`config.mk`:
```
export PLATFORM = sky130hd
export DESIGN_NAME = matrix_write_arbiter_flat
export DESIGN_NICKNAME = d
export VERILOG_FILES = /design/src/rtl/project_pkg.sv /design/src/rtl/matrix_write_arbiter_if.sv /design/src/rtl/matrix_write_arbiter_timer.sv /design/src/rtl/matrix_write_arbiter.sv /design/src/flat_wrapper.sv
export SDC_FILE = /design/constraint.sdc
export NUM_CORES = 1
export LEC_CHECK = 0
export BUFFER_PORTS_ARGS = -buffer_cell sky130_fd_sc_hd__buf_4
export CAP_MARGIN = 40
export CORE_MARGIN = 5
export CORE_UTILIZATION = 32
export CTS_BUF_LIST = sky130_fd_sc_hd__clkbuf_4
export DETAILED_ROUTE_END_ITERATION = 16
export PLACE_DENSITY_LB_ADDON = 0.1
export SLEW_MARGIN = 20
export SYNTH_ARGS = -nofsm -noshare
export SYNTH_HDL_FRONTEND = slang
export SYNTH_HIERARCHICAL = 1
export SYNTH_SLANG_ARGS = --single-unit
export TNS_END_PERCENT = 5
```
`constraint.sdc`:
```
create_clock -name clk -period 2.8 [get_ports clk]
set_input_delay 0.56 -clock clk [delete_from_list [all_inputs] [get_ports clk]]
set_output_delay 0.56 -clock clk [all_outputs]
set_load 0.005 [all_outputs]
```
`src/rtl/project_pkg.sv`:
```
// Shared matrix types and widths, plus the write-arbiter state encoding and write-bus payload.
package project_pkg;

  localparam int unsigned ROW_IDX_W = 4;
  localparam int unsigned COL_IDX_W = 4;
  localparam int unsigned MAT_ID_W  = 3;
  localparam int unsigned ELEM_W    = 8;

  typedef logic [ELEM_W-1:0] matrix_element_t;

  localparam int unsigned ARB_TIMEOUT_DEFAULT = 1_000_000;

  typedef enum logic [1:0] {
    ARB_IDLE = 2'd0,
    ARB_GNT0 = 2'd1,
    ARB_GNT1 = 2'd2
  } arb_state_t;

  // One writer's storage-bus fields, muxed as a unit
  typedef struct packed {
    logic                 wr_en;
    logic                 cmd_set_dims;
    logic                 cmd_single;
    logic [ROW_IDX_W-1:0] dims_r;
    logic [COL_IDX_W-1:0] dims_c;
    logic [ROW_IDX_W-1:0] row_idx;
    logic [COL_IDX_W-1:0] col_idx;
    matrix_element_t      data;
  } wr_bus_t;

endpackage

```
`src/rtl/matrix_write_arbiter_if.sv`:
```
// Writer-side request/bus signals and the arbitrated storage write bus.
interface matrix_write_arbiter_if;
  import project_pkg::*;

  logic [1:0]                 req;
  logic [1:0]                 last;
  logic [1:0]                 in_wr_en;
  logic [1:0]                 in_cmd_set_dims;
  logic [1:0]                 in_cmd_single;
  logic [1:0][ROW_IDX_W-1:0]  in_dims_r;
  logic [1:0][COL_IDX_W-1:0]  in_dims_c;
  logic [1:0][ROW_IDX_W-1:0]  in_row_idx;
  logic [1:0][COL_IDX_W-1:0]  in_col_idx;
  matrix_element_t [1:0]      in_data;

  logic [1:0]                 gnt;
  logic                       wr_en;
  logic                       wr_cmd_set_dims;
  logic                       wr_cmd_single;
  logic [ROW_IDX_W-1:0]       wr_dims_r;
  logic [COL_IDX_W-1:0]       wr_dims_c;
  logic [ROW_IDX_W-1:0]       wr_row_idx;
  logic [COL_IDX_W-1:0]       wr_col_idx;
  matrix_element_t            wr_data;
  logic [MAT_ID_W-1:0]        wr_slot_id;
  logic                       sess_done;
  logic [MAT_ID_W-1:0]        done_slot_id;
  logic                       sess_abort;
  logic                       timeout_err;
  logic                       drop_err;

  modport slave (
    input  req, last, in_wr_en, in_cmd_set_dims, in_cmd_single,
           in_dims_r, in_dims_c, in_row_idx, in_col_idx, in_data,
    output gnt, wr_en, wr_cmd_set_dims, wr_cmd_single, wr_dims_r, wr_dims_c,
           wr_row_idx, wr_col_idx, wr_data, wr_slot_id, sess_done, done_slot_id,
           sess_abort, timeout_err, drop_err
  );

  modport master (
    output req, last, in_wr_en, in_cmd_set_dims, in_cmd_single,
           in_dims_r, in_dims_c, in_row_idx, in_col_idx, in_data,
    input  gnt, wr_en, wr_cmd_set_dims, wr_cmd_single, wr_dims_r, wr_dims_c,
           wr_row_idx, wr_col_idx, wr_data, wr_slot_id, sess_done, done_slot_id,
           sess_abort, timeout_err, drop_err
  );

endinterface

```
`src/rtl/matrix_write_arbiter_timer.sv`:
```
// Idle-cycle session timer: clear reloads zero, expire_c flags the cycle the count reaches TIMEOUT_CYC.
module arb_session_timer
  import project_pkg::*;
#(
  parameter int unsigned TIMEOUT_CYC = ARB_TIMEOUT_DEFAULT
) (
  input  logic clk,
  input  logic rst,
  input  logic clear,
  input  logic enable,
  output logic expire_c
);

  localparam int unsigned TO_W = $clog2(TIMEOUT_CYC + 1);

  logic [TO_W-1:0] count_q;

  assign expire_c = enable && !clear && (count_q == TO_W'(TIMEOUT_CYC - 1));

  always_ff @(posedge clk or posedge rst) begin
    if (rst) begin
      count_q <= '0;
    end else if (clear) begin
      count_q <= '0;
    end else if (enable && (count_q != TO_W'(TIMEOUT_CYC))) begin
      count_q <= count_q + TO_W'(1);
    end
  end

endmodule

```
`src/rtl/matrix_write_arbiter.sv`:
```
// Session arbiter for the shared matrix-storage write port: port 0 input controller, port 1 writeback.
module matrix_write_arbiter
  import project_pkg::*;
#(
  parameter int unsigned NUM_SLOTS   = 8,
  parameter int unsigned TIMEOUT_CYC = ARB_TIMEOUT_DEFAULT
) (
  input  logic                  clk,
  input  logic                  rst,
  matrix_write_arbiter_if.slave bus
);

  localparam logic [1:0] ST_IDLE = 2'(ARB_IDLE);
  localparam logic [1:0] ST_GNT0 = 2'(ARB_GNT0);
  localparam logic [1:0] ST_GNT1 = 2'(ARB_GNT1);

  logic [1:0]          state_q, state_d;
  logic [1:0]          gnt_q, gnt_d;
  logic                ptr_q, ptr_d;
  logic [MAT_ID_W-1:0] slot_cnt_q, slot_cnt_d;
  logic [MAT_ID_W-1:0] slot_id_q, slot_id_d;
  logic [MAT_ID_W-1:0] done_slot_q, done_slot_d;
  logic                done_q, done_d, abort_q, abort_d;
  logic                to_q, to_d, drop_q, drop_d;
  logic                cur, own_wr, expire_c;
  wr_bus_t             sel;

  assign cur    = (state_q == ST_GNT1);
  assign own_wr = |(bus.in_wr_en & gnt_q);

  arb_session_timer #(.TIMEOUT_CYC(TIMEOUT_CYC)) u_timer (
    .clk      (clk),
    .rst      (rst),
    .clear    ((state_q == ST_IDLE) || own_wr),
    .enable   (state_q != ST_IDLE),
    .expire_c (expire_c)
  );

  // Zero-latency pass-through of the granted writer; nothing leaks without a grant
  always_comb begin
    sel = '0;
    for (int p = 0; p < 2; p++) begin
      if (gnt_q[p]) begin
        sel.wr_en        = bus.in_wr_en[p];
        sel.cmd_set_dims = bus.in_cmd_set_dims[p];
        sel.cmd_single   = bus.in_cmd_single[p];
        sel.dims_r       = bus.in_dims_r[p];
        sel.dims_c       = bus.in_dims_c[p];
        sel.row_idx      = bus.in_row_idx[p];
        sel.col_idx      = bus.in_col_idx[p];
        sel.data         = bus.in_data[p];
      end
    end
  end

  assign bus.wr_en           = sel.wr_en;
  assign bus.wr_cmd_set_dims = sel.cmd_set_dims;
  assign bus.wr_cmd_single   = sel.cmd_single;
  assign bus.wr_dims_r       = sel.dims_r;
  assign bus.wr_dims_c       = sel.dims_c;
  assign bus.wr_row_idx      = sel.row_idx;
  assign bus.wr_col_idx      = sel.col_idx;
  assign bus.wr_data         = sel.data;

  // Next state; session end priority is last-write, then release, then timeout
  always_comb begin
    state_d     = state_q;
    ptr_d       = ptr_q;
    slot_cnt_d  = slot_cnt_q;
    slot_id_d   = slot_id_q;
    done_slot_d = done_slot_q;
    done_d      = 1'b0;
    abort_d     = 1'b0;
    to_d        = 1'b0;
    drop_d      = |(bus.in_wr_en & ~gnt_q);

    case (state_q)
      ST_IDLE: begin
        if (bus.req == 2'b11) begin
          state_d   = ptr_q ? ST_GNT1 : ST_GNT0;
          slot_id_d = slot_cnt_q;
        end else if (bus.req[0]) begin
          state_d   = ST_GNT0;
          slot_id_d = slot_cnt_q;
        end else if (bus.req[1]) begin
          state_d   = ST_GNT1;
          slot_id_d = slot_cnt_q;
        end
      end
      ST_GNT0, ST_GNT1: begin
        if (bus.in_wr_en[cur] && bus.last[cur]) begin
          state_d     = ST_IDLE;
          done_d      = 1'b1;
          done_slot_d = slot_id_q;
          ptr_d       = ~cur;
          slot_cnt_d  = (slot_cnt_q == MAT_ID_W'(NUM_SLOTS - 1)) ? '0
                                                                  : slot_cnt_q + MAT_ID_W'(1);
        end else if (!bus.req[cur]) begin
          state_d = ST_IDLE;
          abort_d = 1'b1;
          ptr_d   = ~cur;
        end else if (expire_c) begin
          state_d = ST_IDLE;
          abort_d = 1'b1;
          to_d    = 1'b1;
          ptr_d   = ~cur;
        end
      end
      default: state_d = ST_IDLE;
    endcase

    gnt_d = {state_d == ST_GNT1, state_d == ST_GNT0};
  end

  always_ff @(posedge clk or posedge rst) begin
    if (rst) begin
      state_q     <= ST_IDLE;
      gnt_q       <= '0;
      ptr_q       <= 1'b0;
      slot_cnt_q  <= '0;
      slot_id_q   <= '0;
      done_slot_q <= '0;
      done_q      <= 1'b0;
      abort_q     <= 1'b0;
      to_q        <= 1'b0;
      drop_q      <= 1'b0;
    end else begin
      state_q     <= state_d;
      gnt_q       <= gnt_d;
      ptr_q       <= ptr_d;
      slot_cnt_q  <= slot_cnt_d;
      slot_id_q   <= slot_id_d;
      done_slot_q <= done_slot_d;
      done_q      <= done_d;
      abort_q     <= abort_d;
      to_q        <= to_d;
      drop_q      <= drop_d;
    end
  end

  assign bus.gnt          = gnt_q;
  assign bus.wr_slot_id   = slot_id_q;
  assign bus.sess_done    = done_q;
  assign bus.done_slot_id = done_slot_q;
  assign bus.sess_abort   = abort_q;
  assign bus.timeout_err  = to_q;
  assign bus.drop_err     = drop_q;

endmodule

```
`src/flat_wrapper.sv`:
```
// flat-port wrapper written by rule: the top's interface ports become plain ports
module matrix_write_arbiter_flat import project_pkg::*;
#(
  parameter int unsigned NUM_SLOTS   = 8,
  parameter int unsigned TIMEOUT_CYC = ARB_TIMEOUT_DEFAULT
)
  (clk, rst, bus_req, bus_last, bus_in_wr_en, bus_in_cmd_set_dims, bus_in_cmd_single, bus_in_dims_r, bus_in_dims_c, bus_in_row_idx, bus_in_col_idx, bus_in_data, bus_gnt, bus_wr_en, bus_wr_cmd_set_dims, bus_wr_cmd_single, bus_wr_dims_r, bus_wr_dims_c, bus_wr_row_idx, bus_wr_col_idx, bus_wr_data, bus_wr_slot_id, bus_sess_done, bus_done_slot_id, bus_sess_abort, bus_timeout_err, bus_drop_err);
  matrix_write_arbiter_if bus_i ();
  input  logic clk;
  input  logic rst;
  input wire logic [$bits(bus_i.req)-1:0] bus_req;
  input wire logic [$bits(bus_i.last)-1:0] bus_last;
  input wire logic [$bits(bus_i.in_wr_en)-1:0] bus_in_wr_en;
  input wire logic [$bits(bus_i.in_cmd_set_dims)-1:0] bus_in_cmd_set_dims;
  input wire logic [$bits(bus_i.in_cmd_single)-1:0] bus_in_cmd_single;
  input wire logic [$bits(bus_i.in_dims_r)-1:0] bus_in_dims_r;
  input wire logic [$bits(bus_i.in_dims_c)-1:0] bus_in_dims_c;
  input wire logic [$bits(bus_i.in_row_idx)-1:0] bus_in_row_idx;
  input wire logic [$bits(bus_i.in_col_idx)-1:0] bus_in_col_idx;
  input wire logic [$bits(bus_i.in_data)-1:0] bus_in_data;
  output wire logic [$bits(bus_i.gnt)-1:0] bus_gnt;
  output wire logic [$bits(bus_i.wr_en)-1:0] bus_wr_en;
  output wire logic [$bits(bus_i.wr_cmd_set_dims)-1:0] bus_wr_cmd_set_dims;
  output wire logic [$bits(bus_i.wr_cmd_single)-1:0] bus_wr_cmd_single;
  output wire logic [$bits(bus_i.wr_dims_r)-1:0] bus_wr_dims_r;
  output wire logic [$bits(bus_i.wr_dims_c)-1:0] bus_wr_dims_c;
  output wire logic [$bits(bus_i.wr_row_idx)-1:0] bus_wr_row_idx;
  output wire logic [$bits(bus_i.wr_col_idx)-1:0] bus_wr_col_idx;
  output wire logic [$bits(bus_i.wr_data)-1:0] bus_wr_data;
  output wire logic [$bits(bus_i.wr_slot_id)-1:0] bus_wr_slot_id;
  output wire logic [$bits(bus_i.sess_done)-1:0] bus_sess_done;
  output wire logic [$bits(bus_i.done_slot_id)-1:0] bus_done_slot_id;
  output wire logic [$bits(bus_i.sess_abort)-1:0] bus_sess_abort;
  output wire logic [$bits(bus_i.timeout_err)-1:0] bus_timeout_err;
  output wire logic [$bits(bus_i.drop_err)-1:0] bus_drop_err;
  assign bus_i.req = bus_req;
  assign bus_i.last = bus_last;
  assign bus_i.in_wr_en = bus_in_wr_en;
  assign bus_i.in_cmd_set_dims = bus_in_cmd_set_dims;
  assign bus_i.in_cmd_single = bus_in_cmd_single;
  assign bus_i.in_dims_r = bus_in_dims_r;
  assign bus_i.in_dims_c = bus_in_dims_c;
  assign bus_i.in_row_idx = bus_in_row_idx;
  assign bus_i.in_col_idx = bus_in_col_idx;
  assign bus_i.in_data = bus_in_data;
  assign bus_gnt = bus_i.gnt;
  assign bus_wr_en = bus_i.wr_en;
  assign bus_wr_cmd_set_dims = bus_i.wr_cmd_set_dims;
  assign bus_wr_cmd_single = bus_i.wr_cmd_single;
  assign bus_wr_dims_r = bus_i.wr_dims_r;
  assign bus_wr_dims_c = bus_i.wr_dims_c;
  assign bus_wr_row_idx = bus_i.wr_row_idx;
  assign bus_wr_col_idx = bus_i.wr_col_idx;
  assign bus_wr_data = bus_i.wr_data;
  assign bus_wr_slot_id = bus_i.wr_slot_id;
  assign bus_sess_done = bus_i.sess_done;
  assign bus_done_slot_id = bus_i.done_slot_id;
  assign bus_sess_abort = bus_i.sess_abort;
  assign bus_timeout_err = bus_i.timeout_err;
  assign bus_drop_err = bus_i.drop_err;
  matrix_write_arbiter #(.NUM_SLOTS(NUM_SLOTS), .TIMEOUT_CYC(TIMEOUT_CYC)) u_core (.clk(clk), .rst(rst), .bus(bus_i));
endmodule
```
==> results of run 1 <==
==> worst max path at each step <==
stage and to:
2_1_floorplan u_core/state_q[1]$_DFF_PP0_, 3_3_place_gp u_core/state_q[1]$_DFF_PP0_, 3_5_place_dp u_core/state_q[1]$_DFF_PP0_, 4_1_cts bus_wr_row_idx[3]
5_1_grt u_core/state_q[1]$_DFF_PP0_, 6_report u_core/state_q[1]$_DFF_PP0_
==> synth_stat cells (2+ instances only) <==
cell,instances
and4_1,3
inv_1,12
a21oi_1,9
nor3b_1,2
nand3_1,8
nor2_1,18
nand2b_1,6
nand3b_1,2
a22o_1,24
clkbuf_1,8
or3_1,7
ha_1,7
mux2i_1,3
and2_1,2
dfrtp_1,38
mux2_2,9
nor2b_1,2
o21ai_0,12
and3_1,2
nor4b_1,4
xor2_1,8
nand4_1,7
nand2_1,12
==> kinds of logic (layout without fill, tap and decap cells) <==
kind of cell / count (synthesis) / count (layout) / synth area share [%]
mux: 13 / 13 / 6.426
xor+xnor: 9 / 9 / 3.551
compound gates: 54 / 54 / 18.15
fa+ha+maj: 7 / 7 / 3.946
buf+inv: 23 / 122 / 4.115
simple gates: 81 / 81 / 20.97
flops: 38 / 38 / 42.84
==> stage by stage <==
| stage | hold WS (ns) | std cells | cell area, um^2 |
|---|---|---|---|
| after floorplan | 0.4978 | 225 | 2220 |
| after global placement | 0.4933 | 395 | 3032 |
| after detailed placement | 0.5013 | 396 | 3059 |
| after CTS | 0.1207 | 404 | 3166 |
| after global routing | 0.1232 | 404 | 3166 |
| final | 0.1549 | 404 | 3166 |
==> flip-flops by register name, summed over array words and instances (netlist names) <==
register	cells
u_core/u_timer/count_q	20
u_core/bus.done_slot_id	3
u_core/bus.wr_slot_id	3
u_core/slot_cnt_q	3
u_core/bus.gnt	2
u_core/state_q	2
u_core/bus.drop_err	1
u_core/bus.sess_abort	1
u_core/bus.sess_done	1
u_core/bus.timeout_err	1
u_core/ptr_q	1
==> worst reg2reg max path, stage by stage (launching register included) <==
cell	delay [ns]
dfrtp_1	0.47
inv_1	0.09
ha_1	0.26
inv_1	0.14
and2_1	0.25
nand2_1	0.11
nor4b_1	0.43
or2_4	0.23
nor4_1	0.05
or2_2	0.28
==> final cells by class <==
class	instances	area share (%)
inverter	12	1.423
clock inverter	3	2.174
multi-input combinational	164	37.19
tap	80	3.162
timing repair buffer	102	24.82
clock buffer	5	1.186
sequential	38	30.04
==> where the power goes <==
group	internal [mW]	leakage [nW]	switching, mW
combinational	0.611	0.972	0.518
sequential	0.668	0.501	0.0868
clock	0.279	0.0554	0.191
==> routing by layer <==
metal	share of wire, %	global-route usage (%)	vias to the layer above
met5	0	0	-
met4	1.3	4.274	0
met3	12	4.586	8
met2	45	22.99	92
met1	42	17.57	976
li1	-	-	1014
==> summary.txt, run 1 <==
Outcome
  – Run status: finished, final reports clean

Global routing
  – Largest net degree at the start of global routing: 33
  – Tot GR Track Use: 14.06%
  – Number of global-route vias before repair: 2034
  – Initial antenna violation count: 0
  – Global-route wire length before repair: 9.894 mm
  – Grt total ovfl: 0

Drt
  – DRC: 0
  – Detailed Route Iter0 Violations: ~100
  – DR vias: roughly 2100
  – Vias per cell: 5.173
  – First-pass DRT Iterations: 5
  – Routed wire length: about 6.2 mm
  – Per-cell routed wire length: 15.31 um
  – Antenna Nets Post-Route: 0

Critical path
  – CP Buf/Inv Count: 2
  – Reg2reg start: u_core/state_q[1]$_DFF_PP0_
  – Critical-path maximum fanout: 6
  – R2r endpoint: u_core/state_q[1]$_DFF_PP0_
  – Cell depth of the worst setup path: 9
  – Reg2Reg Depth: 9
  – CP dominant cell by count: inv_1
  – Req. time, crit path: 3.04 ns
  – Crit path arrival time: 2.66 ns
  – Worst Setup SP: u_core/state_q[1]$_DFF_PP0_
  – CP Capture Type: register
  – Crit start category: register
  – Worst path cell trace: inv_1 -> ha_1 -> inv_1 -> and2_1 -> nand2_1 -> nor4b_1 -> or2_4 -> nor4_1 -> or2_2
  – R2R Setup Slk: 0.37 ns
  – Highest-delay cell along the critical path: dfrtp_1
  – Crit-path max cell delay: ~0.47 ns
  – Top delay family on crit path: simple AND/OR/NAND/NOR gates
  – WS Path Type: register to register

Floorplan
  – Core area: 6756 um^2
  – I/O pins: 99
  – Die Ht: 93.29 um
  – Starting Density: roughly 33%
  – Die ar.: slightly below 9000 um^2
  – Row cnt: 30
  – Die width: 93.29 um

Yosys
  – Synth top area cells: dfrtp_1, a22o_1, mux2_2, ha_1, xor2_1
  – Synth top area share: 42.84%
  – Area leader, netlist: dfrtp_1
  – Syn_area_per_cell: 9.865 um^2
  – Syn. warnings: 6
  – Synth unique cells: 43
  – Netlist Area Pre-Place: about 2200 um^2
  – Primary FF master, synth: dfrtp_1
  – Mapped Nets: 292
  – Ys async rst share: 100.0%
  – Sequential-to-total area share from yosys stat: 42.84%
  – FF+latch count, synth: 38
  – Post-Synthesis Cells: about 230
  – Post-synth EDFFs: 0

Placement
  – Placer Congestion: 0.7725
  – Port bufs: 98
  – Dpl hpwl: 4.774 mm
  – Dpl ws: 0.4502 ns

Clock network
  – Clk root buf: clkbuf_4
  – Worst-Skew Late Latency: 0.35 ns
  – CTS tree: done
  – CTS Buf Count: 5
  – Max Root-Sink Buffers: 2
  – Hold Buf Count CTS: 0
  – Clock transition at the registers of the reported paths: roughly 0.13 ns
  – CTS H-tree lvls: 2
  – Resized Gates After CTS: 0
  – Post-CTS Setup Repair Bufs: 0
  – Total clock sinks: 38

Timing
  – Slew margin rel.: 52.57%
  – Setup-failing EPs final: 0
  – Period Utilization, post-route: 86.77%
  – Final hold violations: 0
  – Max Slew Vio Count: 0
  – Total Neg Setup Slack: 0 ns
  – Fmax: 411.6 MHz
  – Post-route setup slack: roughly 0.37 ns
  – Clk_skew: 0.01802 ns
  – Slew @ Worst Pin: between 0.7 and 0.8 ns
  – Final Critical Period: 2.430 ns
  – RSZ-0062 raised after global routing: no

Cells and area
  – Nets: 390
  – Most frequent cells in the layout: buf_4, dfrtp_1, a22o_1, nor2_1
  – N_diodes: 0
  – Area Growth Syn to Fin: 42.62%
  – Most common cell after layout, fill and taps aside: buf_4
  – Multi-input logic area: 1177 um^2
  – Post-layout util: 46.85%
  – Sequential Area: 950.9 um^2
  – Number of fillers in the final layout: 653
  – Fraction of layout cells with a size suffix above 1: 38.89%

Power and ir drop
  – Worst VDD drop: 0.4441 mV
  – Pwr Density: 743.8 nW/um^2
  – Total chip power: 2.354 mW
  – Lkg Pwr: around 1.5 nW

Worst hold path
  – Hold WC Path Type: input pin to async pin

Run
  – Max-cap violations: 0
No activity file was read; power rests on OpenSTA's default activity.
==> run 2, diff against run 1 <==
- PLACE_DENSITY_LB_ADDON: 0.1 -> 0.05
==> summary.txt, run 2 (synthesis gave the netlist of run 1 again) <==
Outcome
  – Run status: finished, final reports clean

Floorplan
  – Core area: 6756 um^2
  – I/O pins: a little under 100
  – Starting Density: between 30 and 40%
  – Die width: 93.29 um
  – Die ar.: approximately 8700 um^2
  – Row cnt: 30
  – Die Ht: 93.29 um

Clock network
  – Clk root buf: clkbuf_4
  – Hold Buf Count CTS: 0
  – CTS tree: done
  – CTS H-tree lvls: 2
  – CTS Buf Count: 5
  – Post-CTS Setup Repair Bufs: 0
  – Total clock sinks: 38
  – Clock transition at the registers of the reported paths: about 0.13 ns
  – Max Root-Sink Buffers: 2
  – Worst-Skew Late Latency: between 0.3 and 0.4 ns
  – Resized Gates After CTS: 0

Timing
  – Period Utilization, post-route: 88.25%
  – Setup-failing EPs final: 0
  – Final Critical Period: around 2.5 ns
  – Max Slew Vio Count: 0
  – Final hold violations: 0
  – Clk_skew: 0.01313 ns
  – Fmax: between 400 and 500 MHz
  – Slew margin rel.: 53.92%
  – RSZ-0062 raised after global routing: no
  – Total Neg Setup Slack: 0 ns
  – Slew @ Worst Pin: 0.6905 ns

Drt
  – DRC: 0
  – Detailed Route Iter0 Violations: slightly below 90
  – Routed wire length: 6.197 mm
  – Per-cell routed wire length: 15.34 um
  – Vias per cell: 5.106
  – First-pass DRT Iterations: 4
  – DR vias: 2063
  – Antenna Nets Post-Route: 0

Cells and area
  – Most flops, register: u_core/u_timer/count_q
  – Number of fillers in the final layout: roughly 650
  – N_diodes: 0
  – Fraction of layout cells with a size suffix above 1: 38.58%
  – Nets: between 300 and 400
  – Area Growth Syn to Fin: 40.42%
  – Most common cell after layout, fill and taps aside: buf_4
  – Most frequent cells in the layout: buf_4, dfrtp_1, a22o_1, nor2_1
  – Final Cell Area: 3117 um^2
  – Largest register FFs: 20

Global routing
  – Tot GR Track Use: 13.97%
  – Initial antenna violation count: 0
  – Grt total ovfl: 0
  – Global-route wire length before repair: 9.673 mm
  – Largest net degree at the start of global routing: 25
  – Number of global-route vias before repair: 1980

Critical path
  – Req. time, crit path: around 3 ns
  – Worst Setup SP: u_core/state_q[1]$_DFF_PP0_
  – Critical-path maximum fanout: 6
  – Crit start category: register
  – R2r endpoint: u_core/state_q[1]$_DFF_PP0_
  – WS Path Type: register to register
  – Reg2reg start: u_core/state_q[1]$_DFF_PP0_
  – Crit path to: u_core/state_q[1]$_DFF_PP0_
  – R2R Setup Slk: 0.33 ns
  – Crit path arrival time: between 2 and 3 ns
  – Reg2Reg Depth: 9
  – CP Capture Type: register

Power and ir drop
  – Pwr Density: 693.6 nW/um^2
  – Lkg Pwr: 1.503 nW
  – Worst VDD drop: 0.3732 mV

Placement
  – Placed Area: 3059 um^2
  – Dpl hpwl: 4.802 mm
  – Port bufs: 98
  – Placer Congestion: 0.8239

Worst hold path
  – Hold WC Path Type: input pin to async pin

Run
  – Max-cap violations: 0
-- run 2: cell types whose count changed in the layout (fill, tap and decap cells not counted) --
cell / change
bufinv_16: -2
clkinv_1: +1
clkinv_4: -1
clkinvlp_4: +1
inv_6: +1
-- run 2: worst min-delay path by stage --
stage / endpoint / slack, ns / cells after the start
2_1_floorplan: u_core/bus.done_slot_id[0]$_DFFE_PP0P_ / 0.50 / 1
3_3_place_gp: u_core/bus.done_slot_id[0]$_DFFE_PP0P_ / 0.49 / 1
3_5_place_dp: u_core/bus.done_slot_id[1]$_DFFE_PP0P_ / 0.50 / 1
4_1_cts: u_core/u_timer/count_q[0]$_DFFE_PP0P_ / 0.12 / 2
5_1_grt: u_core/u_timer/count_q[0]$_DFFE_PP0P_ / 0.12 / 2
6_report: u_core/u_timer/count_q[0]$_DFFE_PP0P_ / 0.13 / 2
-- run 2: where the power goes --
| group | internal (mW) | total [mW] | switching, mW |
|---|---|---|---|
| sequential | 0.667 | 0.773 | 0.105 |
| clock | 0.0981 | 0.288 | 0.190 |
| combinational | 0.609 | 1.10 | 0.492 |
| total | 1.37 | 2.16 | 0.787 |
-- run 2: worst max-delay path, stage by stage, from the launching register on --
cell     delay [ns]
dfrtp_1        0.47
inv_1          0.09
ha_1           0.25
inv_1          0.13
and2_1         0.26
nand2_1        0.11
nor4b_1        0.48
or2_4          0.24
nor4_1         0.05
or2_2          0.27
-- run 2: per-layer routing --
layer,track usage [%],vias to the layer above,part of all wire (%)
met1,17.78,951,44
met2,22.45,87,43
li1,-,1020,-
met5,0,-,0
met3,4.505,5,12
met4,4.396,0,0.82
-- run 2: per-stage QoR --
| step | cells | power (mW) | worst slack [ns] | util [%] | hold slack, ns |
|---|---|---|---|---|---|
| floorplan | 225 | 1.383 | 0.6352 | - | 0.4978 |
| global placement | 395 | 1.897 | 0.5240 | 44.87 | 0.4931 |
| detailed placement | 396 | 1.901 | 0.4260 | 45.28 | 0.4967 |
| CTS | 404 | 2.198 | 0.4007 | 46.13 | 0.1166 |
| global route | 404 | 2.334 | 0.05753 | 46.13 | 0.1197 |
| finish | 404 | 2.162 | 0.3289 | 46.13 | 0.1342 |
-- run 2: area by class of cell --
class                      instances  area, um^2  area share, %
clock buffer                       5       37.54          1.204
multi-input combinational        164        1177          37.78
sequential                        38       950.9          30.51
tap                               80       100.1          3.212
clock inverter                     3       20.02         0.6423
timing repair buffer             102       785.8          25.21
inverter                          12       45.04          1.445
==> run 3, diff against run 2 <==
- clock period: 2.8 -> 2.9 ns (I/O delays scaled with it)
==> summary.txt, run 3 (synthesis gave the netlist of run 1 again) <==
Critical path
  – Critical-path maximum fanout: 6
  – Req. time, crit path: 3.14 ns
  – Crit-path max cell delay: 0.46 ns
  – CP Buf/Inv Count: 2
  – CP dominant cell by count: inv_1
  – WS Path Type: register to register
  – Crit start category: register
  – Worst path cell trace: inv_1 -> ha_1 -> inv_1 -> and2_1 -> nand2_1 -> nor4b_1 -> or2_4 -> nor4_1 -> or2_2
  – Highest-delay cell along the critical path: dfrtp_1
  – Crit path arrival time: between 2 and 3 ns
  – Top delay family on crit path: simple AND/OR/NAND/NOR gates
  – CP Capture Type: register

Drt
  – DRC: 0
  – Vias per cell: 5.069
  – Detailed Route Iter0 Violations: about 120
  – First-pass DRT Iterations: 4
  – Per-cell routed wire length: around 16 um
  – Antenna Nets Post-Route: 0
  – Routed wire length: 6.284 mm
  – DR vias: between 2000 and 2500

Power and ir drop
  – Pwr Density: 714.9 nW/um^2
  – Lkg Pwr: ~1.5 nW
  – Worst VDD drop: 0.4183 mV

Clock network
  – CTS tree: done
  – CTS Buf Count: 5
  – Total clock sinks: 38
  – Max Root-Sink Buffers: 2
  – Clk root buf: clkbuf_4
  – Post-CTS Setup Repair Bufs: 0
  – Worst-Skew Late Latency: between 0.3 and 0.4 ns
  – Hold Buf Count CTS: 0
  – CTS H-tree lvls: 2
  – Clock transition at the registers of the reported paths: approximately 0.12 ns
  – Resized Gates After CTS: 0

Cells and area
  – Largest register FFs: 20
  – Most common cell after layout, fill and taps aside: buf_4
  – Area Growth Syn to Fin: 42.39%
  – Fraction of layout cells with a size suffix above 1: between 30% and 40%
  – Most frequent cells in the layout: buf_4, dfrtp_1, a22o_1, nor2_1
  – Nets: 390
  – Number of fillers in the final layout: about 670
  – Post-layout util: 46.78%
  – Final Cell Area: 3161 um^2
  – N_diodes: 0
  – Multi-input logic area: 1177 um^2
  – Sequential Area: approximately 950 um^2
  – Most flops, register: u_core/u_timer/count_q

Floorplan
  – I/O pins: 99
  – Die width: 93.29 um
  – Die Ht: about 93 um
  – Core area: ~6800 um^2
  – Row cnt: 30
  – Starting Density: between 30% and 40%
  – Die ar.: just under 9000 um^2

Timing
  – Clk_skew: 0.01369 ns
  – Max Slew Vio Count: 0
  – Final hold violations: 0
  – Slew margin rel.: 54.24%
  – Total Neg Setup Slack: 0 ns
  – Period Utilization, post-route: 83.38%
  – Setup-failing EPs final: 0
  – Fmax: 413.5 MHz
  – Slew @ Worst Pin: between 0.6 and 0.7 ns
  – Final Critical Period: 2.418 ns
  – RSZ-0062 raised after global routing: no

Global routing
  – Tot GR Track Use: 14.10%
  – Largest net degree at the start of global routing: 31
  – Initial antenna violation count: 0
  – Global-route wire length before repair: between 9 and 10 mm
  – Grt total ovfl: 0
  – Number of global-route vias before repair: between 1500 and 2000

Placement
  – Placed Area: 3059 um^2
  – Dpl hpwl: roughly 4.9 mm
  – Port bufs: 98
  – Placer Congestion: 0.8358

Run
  – Max-cap violations: 0

Outcome
  – Run status: finished, final reports clean

Worst hold path
  – Hold WC Path Type: input pin to async pin
-- run 3: cell types whose count changed in the layout (fill, tap and decap cells not counted), sizes merged --
cell and change:
inv -1, bufinv +2, clkinvlp -1
-- run 3: area by class of cell --
class	count	share of cell area, %
Clock inverter	3	2.019
Inverter	12	1.425
Multi-Input combinational cell	164	37.25
Sequential cell	38	30.09
Tap cell	80	3.167
Clock buffer	5	1.188
Timing Repair Buffer	102	24.86
-- run 3: metrics by stage --
stage	hold slack (ns)	worst slack, ns	instances	total power [mW]
finish	0.1513	0.4819	404	2.260
global route	0.1349	0.3224	404	2.428
CTS	0.1389	0.4548	404	2.293
detailed placement	0.4967	0.5081	396	1.841
global placement	0.4924	0.6469	395	1.835
floorplan	0.4978	0.7352	225	1.335
-- run 3: routing by layer --
layer  part of all wire [%]  global-route usage, %  up-vias
li1                       -                      -     1020
met1                     44                  18.66      938
met2                     45                  22.51       83
met3                     10                  4.023        7
met4                   0.91                  3.785        0
met5                      0                      0        -
-- run 3: path summary, 6_finish.rpt --
path	from	endpoint	slack [ns]	cells after the start
worst max-delay path	u_core/state_q[1]$_DFF_PP0_	u_core/state_q[1]$_DFF_PP0_	0.48	9
max in group asynchronous	rst	u_core/bus.wr_slot_id[0]$_DFFE_PP0P_	2.13	2
worst min-delay path	rst	u_core/u_timer/count_q[2]$_DFFE_PP0P_	0.15	2
worst min register to register	u_core/bus.gnt[1]$_DFF_PP0_	u_core/bus.drop_err$_DFF_PP0_	0.52	1
worst max register to register	u_core/state_q[1]$_DFF_PP0_	u_core/state_q[1]$_DFF_PP0_	0.48	9
min in group clk	bus_in_wr_en[1]	u_core/bus.drop_err$_DFF_PP0_	0.50	3
-- run 3: worst reg2reg max path: stages, from the launching register on --
cell     delay [ns]
dfrtp_1        0.46
inv_1          0.09
ha_1           0.25
inv_1          0.13
and2_1         0.25
nand2_1        0.11
nor4b_1        0.46
or2_4          0.23
nor4_1         0.06
or2_2          0.28
-- run 3: where the power goes --
| group | total [mW] | switching, mW | internal, mW |
|---|---|---|---|
| logic | 1.08 | 0.493 | 0.589 |
| registers | 0.731 | 0.0859 | 0.645 |
| clock network | 0.447 | 0.181 | 0.266 |
| total | 2.26 | 0.760 | 1.50 |
